===== config.mk =====
export PLATFORM = sky130hd
export DESIGN_NAME = lcd_char_engine
export DESIGN_NICKNAME = d
export VERILOG_FILES = /design/src/rtl/lcd_char_engine.sv
export SDC_FILE = /design/constraint.sdc
export NUM_CORES = 1
export LEC_CHECK = 0
export BUFFER_PORTS_ARGS = -buffer_cell sky130_fd_sc_hd__buf_2
export CAP_MARGIN = 10
export CORE_ASPECT_RATIO = 1.25
export CORE_MARGIN = 8
export CORE_UTILIZATION = 63
export DETAILED_ROUTE_END_ITERATION = 16
export GPL_TIMING_DRIVEN = 0
export HOLD_SLACK_MARGIN = 0.05
export PLACE_DENSITY_LB_ADDON = 0.05
export SLEW_MARGIN = 20
export SYNTH_ARGS = -nofsm -noshare
export SYNTH_HDL_FRONTEND = slang
export SYNTH_SLANG_ARGS = --single-unit

===== constraint.sdc =====
create_clock -name clk -period 11.5 [get_ports clk]
set_clock_uncertainty 0.1 [all_clocks]
set_input_delay 0.575 -clock clk [delete_from_list [all_inputs] [get_ports clk]]
set_output_delay 0.575 -clock clk [all_outputs]
set_load 0.01 [all_outputs]

===== src/rtl/lcd_char_engine.sv =====
// lcd_char_engine: HD44780-compatible character LCD engine.
// Keeps a ROWS x COLS frame buffer, runs the power-on init sequence and
// pushes only the rows that have been written since their last flush.
module lcd_char_engine #(
    parameter  int CYCLES_PER_US = 50,
    parameter  int ROWS          = 2,
    parameter  int COLS          = 16,
    parameter  int BUS_WIDTH     = 4,
    parameter  int AUTO_REFRESH  = 0,
    localparam int RW            = (ROWS > 1) ? $clog2(ROWS) : 1,
    localparam int CW            = $clog2(COLS)
) (
    input  logic                 clk,
    input  logic                 rst,
    input  logic                 wr_en,
    input  logic [RW-1:0]        wr_row,
    input  logic [CW-1:0]        wr_col,
    input  logic [7:0]           wr_char,
    output logic                 wr_err,
    input  logic                 lcd_valid,
    output logic                 lcd_ready,
    output logic [BUS_WIDTH-1:0] lcd_data,
    output logic                 lcd_e,
    output logic                 lcd_rs,
    output logic                 lcd_rw
);

    // All delays are kept as "cycles minus one" so a counter reaching zero
    // marks the last cycle of the interval.
    localparam int PWR_CYC = 15000 * CYCLES_PER_US;
    localparam int TW      = $clog2(PWR_CYC + 1);

    localparam logic [TW-1:0] T_US   = TW'(CYCLES_PER_US - 1);
    localparam logic [TW-1:0] T_PWR  = TW'(PWR_CYC - 1);
    localparam logic [TW-1:0] T_4100 = TW'(4100 * CYCLES_PER_US - 1);
    localparam logic [TW-1:0] T_100  = TW'(100 * CYCLES_PER_US - 1);
    localparam logic [TW-1:0] T_40   = TW'(40 * CYCLES_PER_US - 1);
    localparam logic [TW-1:0] T_1640 = TW'(1640 * CYCLES_PER_US - 1);

    // Function-set byte depends on bus width and on single/multi line mode.
    localparam logic [7:0] FUNC_SET = (BUS_WIDTH == 8) ?
                                      ((ROWS == 1) ? 8'h30 : 8'h38) :
                                      ((ROWS == 1) ? 8'h20 : 8'h28);
    localparam bit          TWO_PART = (BUS_WIDTH == 4);
    localparam logic [CW:0] COL_END  = (CW + 1)'(COLS);

    typedef enum logic [2:0] {
        PWR_WAIT,
        INIT,
        IDLE,
        ROW_ADDR,
        ROW_CHARS
    } state_t;

    typedef enum logic [2:0] {
        PH_IDLE,
        PH_SETUP,
        PH_STROBE,
        PH_HOLD,
        PH_SETTLE
    } phase_t;

    state_t                 r_state;
    phase_t                 r_phase;
    logic [TW-1:0]          r_timer;
    logic [3:0]             r_step;
    logic [7:0]             r_txByte;
    logic                   r_txLow;
    logic [TW-1:0]          r_txSettle;
    logic [RW-1:0]          r_row;
    logic [CW:0]            r_col;
    logic [ROWS-1:0]        r_snap;
    logic [ROWS-1:0]        r_dirty;
    logic                   r_ready;
    logic                   r_lcdE;
    logic                   r_lcdRs;
    logic [BUS_WIDTH-1:0]   r_lcdData;
    logic                   r_wrErr;
    logic [7:0]             r_buf [ROWS][COLS];

    logic                   w_txFree;
    logic                   w_selValid;
    logic [RW-1:0]          w_selRow;
    logic                   w_launch;
    logic [7:0]             w_lByte;
    logic                   w_lRs;
    logic                   w_lTwo;
    logic [TW-1:0]          w_lSettle;
    logic                   w_wrOk;
    logic [ROWS-1:0]        w_setMask;
    logic [ROWS-1:0]        w_clrMask;
    logic [CW-1:0]          w_colIdx;
    logic                   w_accept;

    // First bus unit of a byte: the whole byte on an 8-bit bus, the high nibble on a 4-bit bus.
    function automatic logic [BUS_WIDTH-1:0] hiUnit(input logic [7:0] b);
        if (BUS_WIDTH == 8) return BUS_WIDTH'(b);
        else                return BUS_WIDTH'(b[7:4]);
    endfunction

    function automatic logic [BUS_WIDTH-1:0] loUnit(input logic [7:0] b);
        return BUS_WIDTH'(b[3:0]);
    endfunction

    // DDRAM start address of each display line.
    function automatic logic [7:0] rowBase(input logic [RW-1:0] r);
        int ri;
        ri = int'(r);
        case (ri)
            0:       return 8'h00;
            1:       return 8'h40;
            2:       return 8'(COLS);
            default: return 8'(64 + COLS);
        endcase
    endfunction

    assign w_txFree   = (r_phase == PH_IDLE) || ((r_phase == PH_SETTLE) && (r_timer == '0));
    assign w_selValid = (r_state == ROW_ADDR) && w_txFree && (|r_snap);
    assign w_wrOk     = (32'(wr_row) < ROWS) && (32'(wr_col) < COLS);
    assign w_colIdx   = r_col[CW-1:0];
    assign w_accept   = (r_state == IDLE) &&
                        ((lcd_valid && r_ready) || ((AUTO_REFRESH != 0) && (|r_dirty)));

    // Pick the lowest-numbered row still pending in this pass.
    always_comb begin
        w_selRow = '0;
        for (int i = ROWS - 1; i >= 0; i--) begin
            if (r_snap[i]) w_selRow = RW'(i);
        end
    end

    // Dirty-bit set/clear masks; a host write and a row selection may hit the same row in one cycle.
    always_comb begin
        w_setMask = '0;
        w_clrMask = '0;
        for (int i = 0; i < ROWS; i++) begin
            if (wr_en && w_wrOk && (wr_row == RW'(i))) w_setMask[i] = 1'b1;
            if (w_selValid && (w_selRow == RW'(i)))    w_clrMask[i] = 1'b1;
        end
    end

    // Decide which byte (if any) the bus engine should start next.
    always_comb begin
        w_launch  = 1'b0;
        w_lByte   = 8'h00;
        w_lRs     = 1'b0;
        w_lTwo    = 1'b0;
        w_lSettle = T_40;
        case (r_state)
            INIT: begin
                if (w_txFree && (r_step < 4'd8)) begin
                    w_launch = 1'b1;
                    w_lTwo   = TWO_PART && (r_step >= 4'd4);
                    case (r_step)
                        4'd0:    begin w_lByte = 8'h30;    w_lSettle = T_4100; end
                        4'd1:    begin w_lByte = 8'h30;    w_lSettle = T_100;  end
                        4'd2:    w_lByte = 8'h30;
                        4'd3:    w_lByte = 8'h20;
                        4'd4:    w_lByte = FUNC_SET;
                        4'd5:    w_lByte = 8'h0C;
                        4'd6:    begin w_lByte = 8'h01;    w_lSettle = T_1640; end
                        default: w_lByte = 8'h06;
                    endcase
                end
            end
            ROW_ADDR: begin
                if (w_selValid) begin
                    w_launch = 1'b1;
                    w_lByte  = 8'h80 | rowBase(w_selRow);
                    w_lTwo   = TWO_PART;
                end
            end
            ROW_CHARS: begin
                if (w_txFree && (r_col != COL_END)) begin
                    w_launch = 1'b1;
                    w_lByte  = r_buf[r_row][w_colIdx];
                    w_lRs    = 1'b1;
                    w_lTwo   = TWO_PART;
                end
            end
            default: ;
        endcase
    end

    // Frame buffer, dirty flags and write-error pulse; writes are accepted in every state.
    always_ff @(posedge clk or posedge rst) begin
        if (rst) begin
            for (int r = 0; r < ROWS; r++) begin
                for (int c = 0; c < COLS; c++) begin
                    r_buf[r][c] <= 8'h20;
                end
            end
            r_dirty <= '0;
            r_wrErr <= 1'b0;
        end else begin
            r_wrErr <= wr_en && !w_wrOk;
            if (wr_en && w_wrOk) r_buf[wr_row][wr_col] <= wr_char;
            r_dirty <= (r_dirty & ~w_clrMask) | w_setMask;
        end
    end

    // Control FSM and the setup/strobe/hold/settle bus engine with registered LCD pins.
    always_ff @(posedge clk or posedge rst) begin
        if (rst) begin
            r_state    <= PWR_WAIT;
            r_phase    <= PH_IDLE;
            r_timer    <= T_PWR;
            r_step     <= '0;
            r_txByte   <= '0;
            r_txLow    <= 1'b0;
            r_txSettle <= '0;
            r_row      <= '0;
            r_col      <= '0;
            r_snap     <= '0;
            r_ready    <= 1'b0;
            r_lcdE     <= 1'b0;
            r_lcdRs    <= 1'b0;
            r_lcdData  <= '0;
        end else begin
            case (r_phase)
                PH_SETUP: begin
                    if (r_timer == '0) begin
                        r_lcdE  <= 1'b1;
                        r_phase <= PH_STROBE;
                        r_timer <= T_US;
                    end else begin
                        r_timer <= r_timer - 1'b1;
                    end
                end
                PH_STROBE: begin
                    if (r_timer == '0) begin
                        r_lcdE  <= 1'b0;
                        r_phase <= PH_HOLD;
                        r_timer <= T_US;
                    end else begin
                        r_timer <= r_timer - 1'b1;
                    end
                end
                PH_HOLD: begin
                    if (r_timer == '0) begin
                        if (r_txLow) begin
                            r_lcdData <= loUnit(r_txByte);
                            r_txLow   <= 1'b0;
                            r_phase   <= PH_SETUP;
                            r_timer   <= T_US;
                        end else begin
                            r_phase <= PH_SETTLE;
                            r_timer <= r_txSettle;
                        end
                    end else begin
                        r_timer <= r_timer - 1'b1;
                    end
                end
                PH_SETTLE: begin
                    if (r_timer == '0) r_phase <= PH_IDLE;
                    else               r_timer <= r_timer - 1'b1;
                end
                default: ;
            endcase

            if (w_launch) begin
                r_phase    <= PH_SETUP;
                r_timer    <= T_US;
                r_lcdData  <= hiUnit(w_lByte);
                r_lcdRs    <= w_lRs;
                r_txByte   <= w_lByte;
                r_txLow    <= w_lTwo;
                r_txSettle <= w_lSettle;
            end

            case (r_state)
                PWR_WAIT: begin
                    if (r_timer == '0) begin
                        r_state <= INIT;
                        r_step  <= '0;
                    end else begin
                        r_timer <= r_timer - 1'b1;
                    end
                end
                INIT: begin
                    if (w_launch) begin
                        r_step <= ((BUS_WIDTH == 8) && (r_step == 4'd2)) ? 4'd4 : r_step + 1'b1;
                    end else if (w_txFree) begin
                        r_state <= IDLE;
                    end
                end
                IDLE: begin
                    if (w_accept) begin
                        r_snap  <= r_dirty;
                        r_ready <= 1'b0;
                        r_state <= ROW_ADDR;
                    end else begin
                        r_ready <= 1'b1;
                    end
                end
                ROW_ADDR: begin
                    if (w_txFree) begin
                        if (|r_snap) begin
                            r_snap  <= r_snap & ~w_clrMask;
                            r_row   <= w_selRow;
                            r_col   <= '0;
                            r_state <= ROW_CHARS;
                        end else begin
                            r_state <= IDLE;
                        end
                    end
                end
                ROW_CHARS: begin
                    if (w_txFree) begin
                        if (r_col == COL_END) r_state <= ROW_ADDR;
                        else                  r_col   <= r_col + 1'b1;
                    end
                end
                default: r_state <= PWR_WAIT;
            endcase
        end
    end

    assign lcd_data  = r_lcdData;
    assign lcd_e     = r_lcdE;
    assign lcd_rs    = r_lcdRs;
    assign lcd_rw    = 1'b0;
    assign lcd_ready = r_ready;
    assign wr_err    = r_wrErr;

endmodule

==> flow_summary_export.csv <==
group,metric,value,unit
logic_synthesis,ys_seq_elements,318,
logic_synthesis,synth_top_cell_by_area,"dfrtp_1",
drt,wl_per_cell,26.5,microns
place,gp_congestion,0.967,
timing,relSlewSlack,0.217,
hold_path,min_from,"wr_char[7]",
global_route,track_usage,0.292,
place,placed_cell_area,16200,sq um
setup_path,r2r_start,"r_col[1]",
drt,num_vias,10415,
setup_path,crit_required,11.89,ns
logic_synthesis,synth-edff-count,0,
cells_and_area,seq_area,8010,sq um
drt,first_pass_iters,5,
clock_network,cts_tree,"done",
cells_and_area,nets,1263,
cells_and_area,fillCellCount,1652,
timing,slew_violations,0,
drt,routed_wl,42300,microns
logic_synthesis,synth_cells,1178,
hold_path,hp-class,"primary input to flip-flop",
global_route,antenna_found_initial,1,
setup_path,crit_fanout,10,
setup_path,arrival,4.81,ns
clock_network,hold_buffers,1,
clock_network,cts_root_buffer,"clkbuf_16",
clock_network,insertion_delay,0.57,ns
clock_network,htreeDepth,1,
run,maxCapViolCount,0,
floorplanning,die_w,157,microns
drt,drt_first_iter_violations,726,
setup_path,cp-start-kind,"flip-flop",
drt,via_per_inst,6.53,
drt,ant_nets,0,
timing,tns,0,ns
global_route,grt_max_degree,110,
floorplanning,io_pins,26,
timing,finalSetupViolations,0,
power_and_ir_drop,p_per_area,161,nW/um^2
floorplanning,die_area,30100,sq um
cells_and_area,fin_area,17300,sq um
clock_network,cts_setup_buffers,0,
clock_network,clock-sinks,318,
timing,tightestPinTransition,1.17,ns
logic_synthesis,yosysSeqAreaShare,0.514,
logic_synthesis,yosys-top-cells-area,"dfrtp_1, mux2_2, mux4_2",
logic_synthesis,synth_common_cells,"dfrtp_1, mux2_2, mux4_2, nor2_1, clkbuf_1",
place,dp_hpwl,29600,microns
timing,period_needed,4.42,ns
cells_and_area,area_growth,11.0,%
place,numPortBuffers,21,
power_and_ir_drop,worst_ir_drop_vdd,0.146,mV
floorplanning,die_y,192,microns
clock_network,cts.repair.resized,0,
cells_and_area,multiInputGateArea,7200,sq um
timing,rsz0062_at_grt,"no",
power_and_ir_drop,leakagePower,7.34,nW
timing,finalCritPeriodShare,0.385,
logic_synthesis,avgSynthCellArea,13.2,sq um
floorplanning,core-area,24400,sq um
floorplanning,start_util,0.638,
logic_synthesis,synth_top_area_share,0.438,
floorplanning,rows,64,
drt,drc,0,
global_route,grt_pass1_wl,65400,microns
global_route,overflow,0,
global_route,grt_pass1_vias,10860,
logic_synthesis,ys_types,74,
clock_network,path_clk_slew,0.06,ns
timing,finalHoldViolCount,0,
timing,clock.fmax,0.226,GHz
logic_synthesis,synthFlopType,"dfrtp_1",
cells_and_area,drive_above_1_share,0.389,
setup_path,cp-startpoint,"r_col[1]",
cells_and_area,fin_util,0.709,
setup_path,critPathKind,"flip-flop to flip-flop",
logic_synthesis,ys_warn_count,0,
setup_path,crit_path_end_kind,"flip-flop",
clock_network,cts_max_path_buffers,3,
clock_network,cts-buffers-inserted,31,
logic_synthesis,ys_async_sr_fraction,1.00,
outcome,status,"complete, no violations",
logic_synthesis,synth.most_common_cell,"dfrtp_1",
logic_synthesis,syn_area,15600,sq um
==> worst paths after layout <==
kind | endpoint | slack [ns] | depth (start not counted)
max | r_timer[17] | 7.08 | 11
min | r_buf[167] | 0.21 | 2
max reg2reg | r_timer[17] | 7.08 | 11
min reg2reg | lcd_rs | 0.37 | 2
max in group asynchronous | r_buf[139] | 9.88 | 4
min in group asynchronous | r_timer[15] | 0.50 | 3
==> area by class of cell <==
type	count	area share
Tap cell	330	0.0239
Clock buffer	46	0.0533
Sequential cell	318	0.463
Antenna cell	1	0.000145
Multi-Input combinational cell	763	0.416
Timing Repair Buffer	26	0.0121
Inverter	17	0.00412
Clock inverter	12	0.00817
Buffer	81	0.0194
==> where the power goes <==
part / internal [mW] / switching (mW)
Combinational: 0.209 / 0.132
Clock: 0.619 / 0.438
Sequential: 1.31 / 0.0866
Total: 2.14 / 0.656
==> registers in the layout (all words and copies together), names as in the netlist, 3 cells and up <==
signal	flops
lcd_data	4
r_buf	256
r_col	5
r_phase	3
r_state	3
r_step	4
r_timer	20
r_txByte	4
r_txSettle	10
==> critical path, cell delays in order, from the launching register on <==
cell       delay (ns)
dfrtp_1          0.36
clkbuf_1         0.43
buf_2            0.38
buf_1            0.72
inv_1            0.28
ha_1             0.27
nand4bb_1        0.13
a32oi_1          0.19
nand2b_1         0.34
o21ai_1          0.62
a221oi_1         0.10
or3_1            0.39
==> cells in the final DEF, fill, tap and decap left out, types with 28 or more instances in the layout <==
| master | Yosys | routed |
|---|---|---|
| nand2_1 | 63 | 63 |
| mux2_2 | 262 | 262 |
| dfstp_2 | 45 | 45 |
| buf_2 | 10 | 31 |
| a21oi_1 | 28 | 28 |
| clkbuf_1 | 65 | 71 |
| nor2_1 | 67 | 65 |
| o21ai_0 | 45 | 45 |
| clkbuf_16 | 0 | 31 |
| dfrtp_1 | 273 | 273 |
| mux4_2 | 74 | 74 |
==> stage by stage <==
stage               power [mW]  cells  hold slack, ns  worst slack (ns)
global placement          1.73   1530           0.356             -1.27
global route              2.90   1593           0.216              6.91
floorplan                 1.65   1179           0.347              2.10
CTS                       2.81   1593           0.193              7.11
finish                    2.80   1594           0.208              7.08
detailed placement        1.75   1534           0.357              7.12
==> cells by family after synthesis <==
kind of cell    count (synthesis)  synth area share
mux                           349             0.304
simple gates                  242            0.0786
xor+xnor                       11           0.00618
compound gates                151            0.0646
fa+ha+maj                       8           0.00642
flops                         318             0.514
buf+inv                        98            0.0256
other cells                     1          0.000240
==> metal layers <==
layer | part of all wire | up-vias | GRT usage
met1 | 0.39 | 5402 | 0.350
met3 | 0.047 | 155 | 0.0385
met2 | 0.50 | 339 | 0.504
met4 | 0.062 | 0 | 0.160
li1 | - | 4519 | -
met5 | 0 | - | 0
No activity file was read; power rests on OpenSTA's default activity.
